$ cat src/rtl/df_src_pipe.sv
// ============================================================================
// Module   : df_src_pipe
// Purpose  : Producer side of the ID-stage forwarding interface. Carries the
//            decoded destination fields through the EXE, MEM and WB pipeline
//            registers, publishes per-stage forward address/enable/data, and
//            drives the register-file write port from WB. A stall or flush
//            from the hazard unit turns the next EXE entry into a bubble.
// Options  : `define DF_STAT_EN adds saturating bubble/load statistics
//            counters; without it bubble_cnt and load_cnt are tied to 0.
// Revision : 1.0 - initial release
// ============================================================================
`default_nettype none

module df_src_pipe #(
  parameter logic [5:0] LW_OP  = 6'b100011,
  parameter logic [5:0] NOP_OP = 6'b000000,
  parameter int         CNT_W  = 16
) (
  input  logic             clk,
  input  logic             rst,
  // decode-stage fields
  input  logic             id_valid,
  input  logic [4:0]       id_rf_waddr,
  input  logic             id_rf_wena,
  input  logic [5:0]       id_op,
  input  logic [5:0]       id_func,
  // hazard-unit controls
  input  logic             stall,
  input  logic             flush,
  // combinational stage data
  input  logic [31:0]      exe_alu_result,
  input  logic [31:0]      mem_load_data,
  // EXE stage
  output logic [4:0]       exe_rf_waddr,
  output logic             exe_rf_wena,
  output logic [5:0]       exe_op,
  output logic [5:0]       exe_func,
  output logic [31:0]      exe_df_rf_wdata,
  // MEM stage
  output logic [4:0]       mem_rf_waddr,
  output logic             mem_rf_wena,
  output logic [31:0]      mem_df_rf_wdata,
  // WB stage / register-file write port
  output logic [4:0]       wb_rf_waddr,
  output logic             wb_rf_wena,
  output logic [31:0]      wb_rf_wdata,
  // statistics
  output logic [CNT_W-1:0] bubble_cnt,
  output logic [CNT_W-1:0] load_cnt
);

  // A bubble is inserted for any hazard-unit request or an empty ID slot.
  logic hazard_bubble;
  logic id_bubble;
  logic id_wena_eff;

  // Registered ALU result and load marker for the MEM instruction.
  logic [31:0] mem_alu_result;
  logic        mem_is_load;

  assign hazard_bubble = stall | flush;
  assign id_bubble     = hazard_bubble | ~id_valid;
  // $0 is hard-wired zero: never write it and never forward it.
  assign id_wena_eff   = id_rf_wena & (id_rf_waddr != 5'd0);

  // ID -> EXE pipeline register: decoded fields or a bubble.
  always_ff @(posedge clk or posedge rst) begin
    if (rst) begin
      exe_rf_waddr <= 5'd0;
      exe_rf_wena  <= 1'b0;
      exe_op       <= NOP_OP;
      exe_func     <= 6'd0;
    end else if (id_bubble) begin
      exe_rf_waddr <= 5'd0;
      exe_rf_wena  <= 1'b0;
      exe_op       <= NOP_OP;
      exe_func     <= 6'd0;
    end else begin
      exe_rf_waddr <= id_rf_waddr;
      exe_rf_wena  <= id_wena_eff;
      exe_op       <= id_op;
      exe_func     <= id_func;
    end
  end

  // EXE forward data; meaningless for a load, which the consumer stalls on.
  assign exe_df_rf_wdata = exe_rf_wena ? exe_alu_result : 32'd0;

  // EXE -> MEM pipeline register: always advances, never held by stall.
  always_ff @(posedge clk or posedge rst) begin
    if (rst) begin
      mem_rf_waddr   <= 5'd0;
      mem_rf_wena    <= 1'b0;
      mem_alu_result <= 32'd0;
      mem_is_load    <= 1'b0;
    end else begin
      mem_rf_waddr   <= exe_rf_waddr;
      mem_rf_wena    <= exe_rf_wena;
      mem_alu_result <= exe_alu_result;
      mem_is_load    <= (exe_op == LW_OP) && exe_rf_wena;
    end
  end

  // MEM forward data: loads take memory read data, others the ALU result.
  always_comb begin
    mem_df_rf_wdata = 32'd0;
    if (mem_rf_wena) begin
      mem_df_rf_wdata = mem_is_load ? mem_load_data : mem_alu_result;
    end
  end

  // MEM -> WB pipeline register: drives the register-file write port.
  always_ff @(posedge clk or posedge rst) begin
    if (rst) begin
      wb_rf_waddr <= 5'd0;
      wb_rf_wena  <= 1'b0;
      wb_rf_wdata <= 32'd0;
    end else begin
      wb_rf_waddr <= mem_rf_waddr;
      wb_rf_wena  <= mem_rf_wena;
      wb_rf_wdata <= mem_df_rf_wdata;
    end
  end

`ifdef DF_STAT_EN
  localparam logic [CNT_W-1:0] C_CNT_MAX = {CNT_W{1'b1}};
  localparam logic [CNT_W-1:0] C_CNT_ONE = {{(CNT_W-1){1'b0}}, 1'b1};

  logic [CNT_W-1:0] bubble_cnt_q;
  logic [CNT_W-1:0] load_cnt_q;

  // Saturating count of bubbles requested by stall or flush.
  always_ff @(posedge clk or posedge rst) begin
    if (rst) begin
      bubble_cnt_q <= '0;
    end else if (hazard_bubble && (bubble_cnt_q != C_CNT_MAX)) begin
      bubble_cnt_q <= bubble_cnt_q + C_CNT_ONE;
    end
  end

  // Saturating count of loads entering WB with a write enable; the count
  // becomes visible in the same cycle the load drives the write port.
  always_ff @(posedge clk or posedge rst) begin
    if (rst) begin
      load_cnt_q <= '0;
    end else if (mem_is_load && mem_rf_wena && (load_cnt_q != C_CNT_MAX)) begin
      load_cnt_q <= load_cnt_q + C_CNT_ONE;
    end
  end

  assign bubble_cnt = bubble_cnt_q;
  assign load_cnt   = load_cnt_q;
`else
  assign bubble_cnt = '0;
  assign load_cnt   = '0;
`endif

endmodule

`default_nettype wire

$ cat config.mk
export PLATFORM = sky130hd
export DESIGN_NAME = df_src_pipe
export DESIGN_NICKNAME = d
export VERILOG_FILES = /design/src/rtl/df_src_pipe.sv
export SDC_FILE = /design/constraint.sdc
export NUM_CORES = 1
export LEC_CHECK = 0
export BUFFER_PORTS_ARGS = -buffer_cell sky130_fd_sc_hd__buf_2
export CAP_MARGIN = 15
export CORE_MARGIN = 5
export CORE_UTILIZATION = 26
export CTS_CLUSTER_SIZE = 30
export DETAILED_ROUTE_END_ITERATION = 8
export HOLD_SLACK_MARGIN = 0.02
export REMOVE_ABC_BUFFERS = 1
export SYNTH_ARGS = -nofsm -noshare
export SYNTH_HDL_FRONTEND = slang
export SYNTH_SLANG_ARGS = --single-unit
$ cat constraint.sdc
create_clock -name clk -period 3.4 [get_ports clk]
set_clock_uncertainty 0.1 [all_clocks]
set_input_delay 0.51 -clock clk [delete_from_list [all_inputs] [get_ports clk]]
set_output_delay 0.51 -clock clk [all_outputs]
set_load 0.01 [all_outputs]
After elaboration in Yosys (flattened, before gate mapping)
Cells that the tools add are included.
{ "classes": {"eq_ne": 1, "muxes": 7, "bitwise_logic": 4, "n_reduce_logical": 2} }
{ "op_table": {"columns": ["operator", "count"], "rows": [
  ["2-to-1 mux 32 bit", 3],
  ["2-to-1 mux 6 bit", 2],
  ["equality test 6 bit (second input constant)", 1],
  ["2-to-1 mux 5 bit", 1],
  ["nonzero test 5 bit", 1],
  ["OR 1 bit", 2],
  ["AND 1 bit", 1],
  ["logical AND 1 bit", 1],
  ["2-to-1 mux 1 bit", 1],
  ["NOT 1 bit", 1]
]} }
{ "word_totals": {"reg_bits": 95, "in_bits": 87} }

Logic depth before layout (Yosys ltp)
{ "depth": {"depth_word": 3, "mapped_depth": 4} }

Worst setup path before layout
No wires, ideal clock.
{ "synth_timing": {"path_type": "register to output", "start": "reg mem_is_load", "end": "out mem_df_rf_wdata[10]", "arrival_ns": 0.969, "setup_slack_ns": 1.821, "path_stages_with_launch": 5, "path_buffers": 2, "cell_sequence": "dfrtp_1 -> buf_2 -> buf_6 -> mux2i_1 -> nor2b_1"} }
{ "synth_between": {"elab_chain_cells": 2} }
{ "synth_lines": {"columns": ["item", "line", "rtl"], "rows": [
  ["start: declaration", "59", "logic mem_is_load;"],
  ["start signal: assignment", "100", "mem_is_load <= (exe_op == LW_OP) && exe_rf_wena;"],
  ["2-to-1 mux 32 bit", "108", "mem_df_rf_wdata = mem_is_load ? mem_load_data : mem_alu_result;"],
  ["2-to-1 mux 32 bit", "107", "if (mem_rf_wena) begin"],
  ["end: declaration", "42", "output logic [31:0] mem_df_rf_wdata,"]
]} }
No other way between the ends.

Worst setup path after layout
{ "layout_timing": {"start": "reg mem_is_load", "end": "out mem_df_rf_wdata[12]"} }
The elaborated chain is that of the path after synthesis.

==> impl_results.md <==
- Setup-violating endpoint count in the final report: 0
- Worst vdd ir: 0.1930 mV
- Count of vias placed by the detailed router: 2578
- Worst path required time: 2790 ps
- Unrepaired setup endpoints after global routing: false
- Fraction of final layout cells sized beyond drive strength 1: 48.84%
- Number of rows in the core area: 42
- Data arrival time of the critical path: 1880 ps
- Post-cts repair resize count: 0
- Number of distinct standard cells referenced by the synthesized netlist: 16
- Top-level port count: 245
- Length of the first detailed-routing pass in iterations: 3
- Post-route core utilization: 37.49%
- Syn Area/Cell: 13.87 um2
- Total core area: 13350 um2
- Worst slack, placed: 1237 ps
- Max-slew headroom at the worst pin: 30.75%
- Number of endpoints with negative hold slack in the final report: 0
- Global routing usage summed across all routing layers: 11.81%
- Worst-case setup margin in the final layout: 907.1 ps
- Tightest Pin Transition: 1039 ps
- Register bit total from synthesis: 95
- Insertion delay of the later-clocked pin in the worst-skew pair: 340 ps
- Top library cells by usage in the layout, fill and taps aside: sky130_fd_sc_hd__buf_2 (212), sky130_fd_sc_hd__dfrtp_1 (94), sky130_fd_sc_hd__and2_1 (48)
- # fillers: 1321
- Final std cell area, no fill: 5004 um2
- Antenna fix cells: 0
- Synthesis-to-layout area growth: 39.83%
- Post-route clock period utilization: 73.32%
- Number of DRC violations after detailed routing: 0
- Amount of wire on met2 after detailed routing: 4685 um
- Number of buffers inserted by post-CTS setup repair: 0
- Tot Pwr: 2.385 mW
- Number of global-route vias before repair: 2792
- RR Endpoint: wb_rf_wdata[13]
- Antenna violations before repair: 0
- Register-to-register setup slack: 1780 ps
- Wire length of the first global-routing pass: 14770 um
- Sequential cell area: 2379 um2
- Critical path fanouts, max: 18
- Total congestion overflow after global routing: 0
- Power density relative to cell area: 476.6 nW/um2
- Number of clock sinks seen by CTS: 95
- Total cell area at the placement stage: 4695 um2
- Synthesized instance count: 258
- # nets final: 558
- Routability congestion estimate from global placement: 0.7989
- Routed length on met3: 1326 um
- Number of slew-limit violations in the final report: 0
- Cell type with the highest aggregate area in the netlist: sky130_fd_sc_hd__dfrtp_1
- Number of buffer cells added on primary ports: 212
- Worst reg2reg startpoint: mem_is_load
- Hold buffer count at cts: 0
- Maximum clock frequency: 401.1 MHz
- Depth of the worst register-to-register path: 3
- Pin count of the biggest net entering global routing: 60
- Buffer levels on the longest clock path: 2
- Biggest area contributors in the synthesized netlist: sky130_fd_sc_hd__dfrtp_1 (66%), sky130_fd_sc_hd__mux2i_1 (9.0%), sky130_fd_sc_hd__and2_1 (8.4%)
- Die area: 16210 um2
- Final worst path period need: 2493 ps
- Leading cell type in the layout, fill and taps excluded: sky130_fd_sc_hd__buf_2
- Status: complete, no violations
- Post-Synthesis Cell Area: 3578 um2
- Die height: 127.3 um
- Via/cell ratio: 3.960
- Top routing layer in use: met4
- Inserted Clock Buffers: 9
- Path category of the worst min-delay check: primary input to async pin
- Max cap viols: 0
- Clock slew at the register clock pins of the worst setup and hold paths: 60 ps
- Crit end category: primary output
- Area used by multi-input combinational logic: 1001 um2
- Die Span X: 127.3 um
- Total routed wire length on the met1 layer: 3345 um
- Wirelength, routed: 9540 um
- Total negative setup slack: 0 ps
- Element type at the critical path start: flop
- Post-synthesis sequential area ratio: 66.43%
- Effective utilization at floorplan: 26.81%
- Standby leakage power: 2.828 nW
- Final HPWL from detailed placement: 7404 um
- Area share of the largest cell type after synthesis: 66.43%
- Post-route antenna net violation count: 0
- Starting DRT DRC Count: 58
- YS warnings: 0
- Detail-routed net length per standard cell: 14.65 um
- Clock tree root driver cell: sky130_fd_sc_hd__clkbuf_16
- Clock tree from TritonCTS: yes
- Worst setup path class: flop to primary output
- CTS H-Tree Depth: 3
[registers in the layout, summed over array words and instances (netlist names)]
signal          count
mem_rf_wena         1
exe_func            6
mem_rf_waddr        5
mem_is_load         1
exe_op              6
mem_alu_result     32
wb_rf_wena          1
wb_rf_wdata        32
exe_rf_waddr        5
wb_rf_waddr         5
exe_rf_wena         1
[metrics by stage]
step	hold slack, ps	std cells
after floorplan	316.0	246
after global placement	257.1	636
after detailed placement	259.0	636
after CTS	94.33	651
after global routing	133.4	651
final	93.91	651
[cell families (layout without fill, tap and decap cells)]
group	count (synthesis)	in the layout	share of synthesized area [%]
AO/OA/AOI/OAI	1	1	0.2797
flip-flops	95	95	66.43
AND/OR/NAND/NOR	85	85	15.38
multiplexers	32	32	8.951
buffers and inverters	44	230	8.846
other	1	32	0.1048
[critical path: stages (launching register included)]
cell and delay [ps]:
sky130_fd_sc_hd__dfrtp_2 670, sky130_fd_sc_hd__buf_4 410, sky130_fd_sc_hd__mux2i_1 130, sky130_fd_sc_hd__nor2b_1 170
sky130_fd_sc_hd__buf_2 160
[report_power, final]
group          internal (mW)  total [mW]  switching, mW
logic                 0.0734       0.171         0.0973
clock network          0.628        1.03          0.407
registers               1.16        1.18         0.0155
[cell usage after synthesis (all sizes together)]
cell type,n
conb,1
mux2i,32
nor4b,1
and2,49
dfrtp,95
or3,1
buf,37
inv,1
nor3b,1
and4,1
clkbuf,6
o311a,1
nor2b,32
[layout make-up]
| class | count | area share, % |
|---|---|---|
| multi-input cells | 150 | 20.00 |
| flip-flops and latches | 95 | 47.54 |
| well taps | 176 | 4.401 |
| inverters | 1 | 0.1250 |
| clock inverters | 2 | 0.7752 |
| repair buffers | 214 | 21.76 |
| clock buffers | 13 | 5.401 |
[routing by layer]
metal	GRT usage, %	vias up
li1	-	1178
met1	13.30	1227
met2	19.20	157
met3	5.968	16
met4	4.416	0
met5	0	-
[worst max path at each step]
stage,start,to,slack [ps],cells after the start
floorplan,rst,exe_func[0],310,1
global placement,mem_is_load,mem_df_rf_wdata[9],1280,4
detailed placement,mem_is_load,mem_df_rf_wdata[19],1240,4
CTS,mem_is_load,mem_df_rf_wdata[15],860,4
global route,mem_is_load,mem_df_rf_wdata[19],720,4
finish,mem_is_load,mem_df_rf_wdata[12],910,4
No activity file was read; power rests on OpenSTA's default activity.
